## src/rtl/coin_credit_return_ctrl_pkg.sv

```systemverilog
// Shared definitions for the vending credit/change controller: default sizing,
// default coin values and item prices, and the FSM state encoding.
package coin_credit_return_ctrl_pkg;

  localparam int unsigned DEF_NUM_COINS   = 3;
  localparam int unsigned DEF_NUM_ITEMS   = 4;
  localparam int unsigned DEF_CREDIT_W    = 16;
  localparam int unsigned DEF_WAIT_CYCLES = 100;

  // Index 0 (LSB slice) is the smallest denomination / first item.
  localparam logic [DEF_NUM_COINS*DEF_CREDIT_W-1:0] DEF_COIN_VALUES =
    {16'd1000, 16'd500, 16'd100};
  localparam logic [DEF_NUM_ITEMS*DEF_CREDIT_W-1:0] DEF_ITEM_PRICES =
    {16'd2000, 16'd1000, 16'd500, 16'd400};

  typedef enum logic {
    ST_IDLE   = 1'b0,
    ST_RETURN = 1'b1
  } state_t;

endpackage

```

## src/rtl/coin_credit_return_ctrl_picker.sv

```systemverilog
// Combinational change picker: largest coin whose value fits in the given credit.
module coin_change_picker #(
  parameter int unsigned                  N_COINS     = 3,
  parameter int unsigned                  CREDIT_W    = 16,
  parameter logic [N_COINS*CREDIT_W-1:0]  COIN_VALUES = {16'd1000, 16'd500, 16'd100}
) (
  input  logic [CREDIT_W-1:0] credit,
  output logic [N_COINS-1:0]  coin_c,
  output logic [CREDIT_W-1:0] value_c,
  output logic                found_c
);

  // Scan all denominations; order-independent, zero-valued coins never win.
  always_comb begin
    coin_c  = '0;
    value_c = '0;
    found_c = 1'b0;
    for (int i = 0; i < N_COINS; i++) begin
      if ((COIN_VALUES[i*CREDIT_W +: CREDIT_W] <= credit) &&
          (COIN_VALUES[i*CREDIT_W +: CREDIT_W] > value_c)) begin
        coin_c    = '0;
        coin_c[i] = 1'b1;
        value_c   = COIN_VALUES[i*CREDIT_W +: CREDIT_W];
        found_c   = 1'b1;
      end
    end
  end

endmodule

```

## src/rtl/coin_credit_return_ctrl.sv

```systemverilog
// Credit/change controller: accumulates coins, grants purchases, returns change on timeout.
// Optional build macro RETURN_BUTTON_EN adds i_return_request for an immediate return.
module coin_credit_return_ctrl
  import coin_credit_return_ctrl_pkg::*;
#(
  parameter int unsigned                  N_COINS     = DEF_NUM_COINS,
  parameter int unsigned                  N_ITEMS     = DEF_NUM_ITEMS,
  parameter int unsigned                  CREDIT_W    = DEF_CREDIT_W,
  parameter int unsigned                  WAIT_CYCLES = DEF_WAIT_CYCLES,
  parameter logic [N_COINS*CREDIT_W-1:0]  COIN_VALUES = DEF_COIN_VALUES,
  parameter logic [N_ITEMS*CREDIT_W-1:0]  ITEM_PRICES = DEF_ITEM_PRICES
) (
  input  logic                clk,
  input  logic                reset_n,
  input  logic [N_COINS-1:0]  i_input_coin,
  input  logic [N_ITEMS-1:0]  i_select_item,
`ifdef RETURN_BUTTON_EN
  input  logic                i_return_request,
`endif
  output logic [N_ITEMS-1:0]  o_available_item,
  output logic [N_ITEMS-1:0]  o_output_item,
  output logic [N_COINS-1:0]  o_return_coin,
  output logic [CREDIT_W-1:0] o_credit,
  output logic [31:0]         o_wait_time,
  output logic                o_busy
);

  state_t              state, state_next;
  logic [CREDIT_W-1:0] credit_next;
  logic [31:0]         timer_next;
  logic [N_ITEMS-1:0]  item_next;
  logic [N_COINS-1:0]  coin_next;

  logic                coin_valid, item_valid, reload;
  logic [CREDIT_W-1:0] coin_val, price_val, credit_add;
  logic [CREDIT_W:0]   credit_sum;

  logic [N_COINS-1:0]  pick_coin;
  logic [CREDIT_W-1:0] pick_val;
  logic                pick_found;

  coin_change_picker #(
    .N_COINS     (N_COINS),
    .CREDIT_W    (CREDIT_W),
    .COIN_VALUES (COIN_VALUES)
  ) u_picker (
    .credit  (o_credit),
    .coin_c  (pick_coin),
    .value_c (pick_val),
    .found_c (pick_found)
  );

  assign coin_valid = $onehot(i_input_coin);
  assign item_valid = $onehot(i_select_item);

  // Value of the inserted coin and price of the selected item (one-hot mux).
  always_comb begin
    coin_val = '0;
    for (int i = 0; i < N_COINS; i++)
      if (i_input_coin[i]) coin_val = coin_val | COIN_VALUES[i*CREDIT_W +: CREDIT_W];
  end

  always_comb begin
    price_val = '0;
    for (int i = 0; i < N_ITEMS; i++)
      if (i_select_item[i]) price_val = price_val | ITEM_PRICES[i*CREDIT_W +: CREDIT_W];
  end

  // Availability decoded from registered credit and state.
  always_comb begin
    o_available_item = '0;
    for (int i = 0; i < N_ITEMS; i++)
      o_available_item[i] = (state == ST_IDLE) &&
                            (o_credit >= ITEM_PRICES[i*CREDIT_W +: CREDIT_W]);
  end

  // Next-state and next-output logic.
  always_comb begin
    state_next  = state;
    credit_next = o_credit;
    timer_next  = o_wait_time;
    item_next   = '0;
    coin_next   = '0;
    reload      = 1'b0;
    credit_sum  = '0;
    credit_add  = o_credit;

    case (state)
      ST_IDLE: begin
        if (coin_valid) begin
          credit_sum = {1'b0, o_credit} + {1'b0, coin_val};
          if (credit_sum[CREDIT_W]) begin
            coin_next = i_input_coin;
          end else begin
            credit_add = credit_sum[CREDIT_W-1:0];
            reload     = 1'b1;
          end
        end
        credit_next = credit_add;
        // Purchase sees the credit including a coin added this cycle.
        if (item_valid && (credit_add >= price_val)) begin
          credit_next = credit_add - price_val;
          item_next   = i_select_item;
          reload      = 1'b1;
        end
        if (credit_next == '0) begin
          timer_next = '0;
        end else if (reload) begin
          timer_next = 32'(WAIT_CYCLES);
        end else if (o_wait_time <= 32'd1) begin
          timer_next = '0;
          state_next = ST_RETURN;
        end else begin
          timer_next = o_wait_time - 32'd1;
        end
`ifdef RETURN_BUTTON_EN
        if (i_return_request && (credit_next != '0)) begin
          timer_next = '0;
          state_next = ST_RETURN;
        end
`endif
      end

      ST_RETURN: begin
        timer_next = '0;
        if (pick_found) begin
          coin_next   = pick_coin;
          credit_next = o_credit - pick_val;
        end else begin
          // Residue below the smallest coin (including zero) is dropped.
          credit_next = '0;
          state_next  = ST_IDLE;
        end
      end

      default: begin
        state_next  = ST_IDLE;
        credit_next = '0;
        timer_next  = '0;
      end
    endcase
  end

  always_ff @(posedge clk) begin
    if (!reset_n) begin
      state         <= ST_IDLE;
      o_credit      <= '0;
      o_wait_time   <= '0;
      o_output_item <= '0;
      o_return_coin <= '0;
      o_busy        <= 1'b0;
    end else begin
      state         <= state_next;
      o_credit      <= credit_next;
      o_wait_time   <= timer_next;
      o_output_item <= item_next;
      o_return_coin <= coin_next;
      o_busy        <= (state_next == ST_RETURN);
    end
  end

endmodule

```

## config.mk

```make
export PLATFORM = sky130hd
export DESIGN_NAME = coin_credit_return_ctrl
export DESIGN_NICKNAME = d
export VERILOG_FILES = /design/src/rtl/coin_credit_return_ctrl_pkg.sv /design/src/rtl/coin_credit_return_ctrl_picker.sv /design/src/rtl/coin_credit_return_ctrl.sv
export SDC_FILE = /design/constraint.sdc
export NUM_CORES = 1
export LEC_CHECK = 0
export CAP_MARGIN = 20
export CELL_PAD_IN_SITES_DETAIL_PLACEMENT = 0
export CELL_PAD_IN_SITES_GLOBAL_PLACEMENT = 2
export CORE_ASPECT_RATIO = 0.8
export CORE_MARGIN = 5
export CORE_UTILIZATION = 35
export CTS_BUF_LIST = sky130_fd_sc_hd__clkbuf_2
export DETAILED_ROUTE_END_ITERATION = 6
export PLACE_DENSITY = 0.85
export RECOVER_POWER = 100
export SKIP_CTS_REPAIR_TIMING = 1
export SLEW_MARGIN = 15
export SYNTH_ARGS = -nofsm -noshare
export SYNTH_HDL_FRONTEND = slang
export SYNTH_HIERARCHICAL = 1
export SYNTH_SLANG_ARGS = --single-unit
```

## constraint.sdc

```tcl
create_clock -name clk -period 7.4 [get_ports clk]
set_input_delay 0.74 -clock clk [delete_from_list [all_inputs] [get_ports clk]]
set_output_delay 0.74 -clock clk [all_outputs]
set_load 0.05 [all_outputs]
```

==> reports/results.txt <==
Req. time, crit path -> 7790 ps
Global-route wire length before repair -> 24.6 mm
Worst ir drop on vdd -> 348 µV
Status -> finished clean
Core area -> 14300 µm²
Fillcell total -> 1462
Setup slack, reg-to-reg -> 1260 ps
Post-DR wirelength/cell -> 18.0 µm
Crit path launch type -> input pin
R2r worst-path depth -> 19
Worst-Skew Late Latency -> 510 ps
Pwr dens -> 494 nW/µm²
CTS Buf Count -> 5
Ys async rst share -> 0
Via count -> 4814
PortBufs -> 68
Synth unique cells -> 83
Largest net degree at the start of global routing -> 34
Post-Route Setup TNS -> 0 ps
CTS clk-pin slew, worst paths -> 350 ps
DR pass1 iterations -> 5
Antenna diodes -> 0
Die Y -> 118 µm
Remaining antenna violation count -> 0
Worst setup margin -> 796 ps
Max Freq -> 0.151 GHz
Residual DRC -> 0
Avg Cell Area, Syn -> 8.33 µm²
DRT iter0 DRCs -> 334
Starting Density -> 0.358
Slew Limit Fails -> 0
Die area -> 17200 µm²
Largest area contributor in the netlist -> dfxtp_1
Antenna violations before repair -> 0
Dominant cells by area after synthesis -> dfxtp_1, ha_1, xnor2_1
Worst-Margin Slew -> 1040 ps
Post-DP HPWL -> 11.9 mm
Yosys reg bits -> 56
Total grt overflow -> 0
Number of global-route vias before repair -> 4438
Share of the synthesized area in the top cell type -> 0.219
Total GRT Usage -> 0.170
HP Class -> register to register
# rows -> 39
Final Hold Viols -> 0
Post-layout min period -> 6600 ps
Unrepaired setup endpoints after global routing -> no
CTS tree -> yes
Post-synth EDFFs -> 0
Leakage -> 2.51 nW
Die width -> 145 µm
Place WS -> 616 ps
Worst hold stages -> 2
Worst-path maximum fanout -> 33
CTS root buf -> clkbuf_2
H-tree levels -> 2
Fraction of layout instances using a drive strength above 1 -> 0.0749
Vias/cell -> 5.65
Routed wire length -> 15.3 mm
Final setup viols -> 0
Top FF cell, synth -> dfxtp_1
Yosys warning total -> 6
Crit. End Element -> register
Max_cap viols -> 0
I/O pin total -> 69
Register area share after synthesis -> 0.219
Critical setup path kind -> input pin to register
Final GP Congestion -> 0.900
Post-Syn Instances -> 615
Clk buf depth -> 2
Clock skew -> 30.5 ps
Layout net count -> 718
Worst Path Arrival -> 7000 ps
Area Growth Syn to Fin -> 14.5%
Cell Area, Synth -> 5120 µm²
Final worst path period share -> 0.892
Max_slew headroom -> 0.301
Clock Sinks -> 56
## cell families (layout without fill, tap and decap cells)
family	count (synthesis)	count (layout)	share of synthesized area
xor+xnor	53	53	0.0906
fa+ha+maj	42	42	0.110
mux	17	17	0.0344
other cells	1	8	0.000732
buf+inv	72	118	0.0750
simple gates	236	236	0.267
flops	56	56	0.219
compound gates	138	138	0.204
## power by group
group          internal, mW  total, mW  switching (mW)
registers             0.371      0.508           0.137
clock network        0.0288      0.146           0.117
logic                 0.824       2.24            1.42
## synthesized netlist by cell type (all sizes together) (3+ instances only)
master	n
o21a	5
a21o	13
o21ai	28
a21oi	26
buf	23
xnor2	32
nor3	37
or2	9
nor4	35
ha	37
xor2	21
nand2b	5
o211ai	8
and3	4
nand4	8
nand3	22
and2	5
o2111ai	4
fa	5
nand2	47
a32o	3
nor2	35
mux2i	15
clkbuf	12
nor2b	5
or4	8
o31a	3
o22ai	10
or3	7
inv	35
o21bai	4
dfxtp	56
a2111oi	3
a211oi	4
o41ai	4
## layer usage
metal | track usage | share of wire | vias up
met2 | 0.253 | 0.43 | 124
met3 | 0.0241 | 0.043 | 9
li1 | - | - | 2364
met1 | 0.268 | 0.53 | 2317
met5 | 0 | 0 | -
met4 | 0.0186 | 0.0047 | 0
## layout by cell type (no fill, tap or decap), types with 6 or more instances in the layout
cell type,n
o211ai_1,8
inv_1,35
mux2i_1,14
xnor2_1,32
buf_4,6
or4_1,6
clkdlybuf4s50_1,7
o22ai_1,10
nor2_1,34
o21ai_0,27
dfxtp_1,56
nor4_1,30
nand2_1,47
a21oi_1,25
conb_1,8
nand3_1,22
nor3_1,33
or3_1,7
or2_2,9
ha_1,37
xor2_1,21
a21o_1,13
nand4_1,8
dlygate4sd3_1,61
## flip-flops by register name, indices dropped and copies added, names as in the netlist
name and cells:
state 1, o_output_item 4, o_credit 16, o_return_coin 3, o_wait_time 32
## path summary, 6_finish.rpt
kind / startpoint / end
worst max-delay path: i_input_coin[2] / o_wait_time[21]
worst min-delay path: o_wait_time[15] / o_wait_time[15]
worst max register to register: o_credit[2] / o_wait_time[21]
worst min register to register: o_wait_time[15] / o_wait_time[15]
## cell type report
| cell class | count | area (µm²) | share of cell area |
|---|---|---|---|
| well taps | 184 | 230 | 0.0392 |
| repair buffers | 75 | 729 | 0.124 |
| clock buffers | 5 | 25.0 | 0.00427 |
| flip-flops and latches | 56 | 1120 | 0.191 |
| inverters | 35 | 131 | 0.0224 |
| multi-input cells | 494 | 3600 | 0.613 |
| clock inverters | 3 | 33.8 | 0.00576 |
## worst max-delay path, cell delays in order
cell	delay, ps
dlygate4sd3_1	670
inv_1	160
nand2_1	110
ha_1	360
o211ai_1	160
a21bo_2	280
o31ai_1	840
mux2i_1	430
ha_1	240
inv_1	60
fa_1	430
a211oi_1	280
o21bai_1	140
o211a_1	280
o21bai_4	220
nor3_2	150
o21ai_0	200
or4_4	580
nor4_4	130
buf_4	390
nor4_1	100
## through the flow
stage	utilization	power [mW]	cells	instance area, µm²	hold slack [ps]
after floorplan	-	2.29	622	5150	717
after CTS	0.414	2.97	852	5920	533
after detailed placement	0.410	2.81	844	5860	510
after global routing	0.410	3.14	852	5870	582
after global placement	0.410	2.80	844	5860	494
final	0.410	2.90	852	5870	525
(Power assumes the default switching activity.)
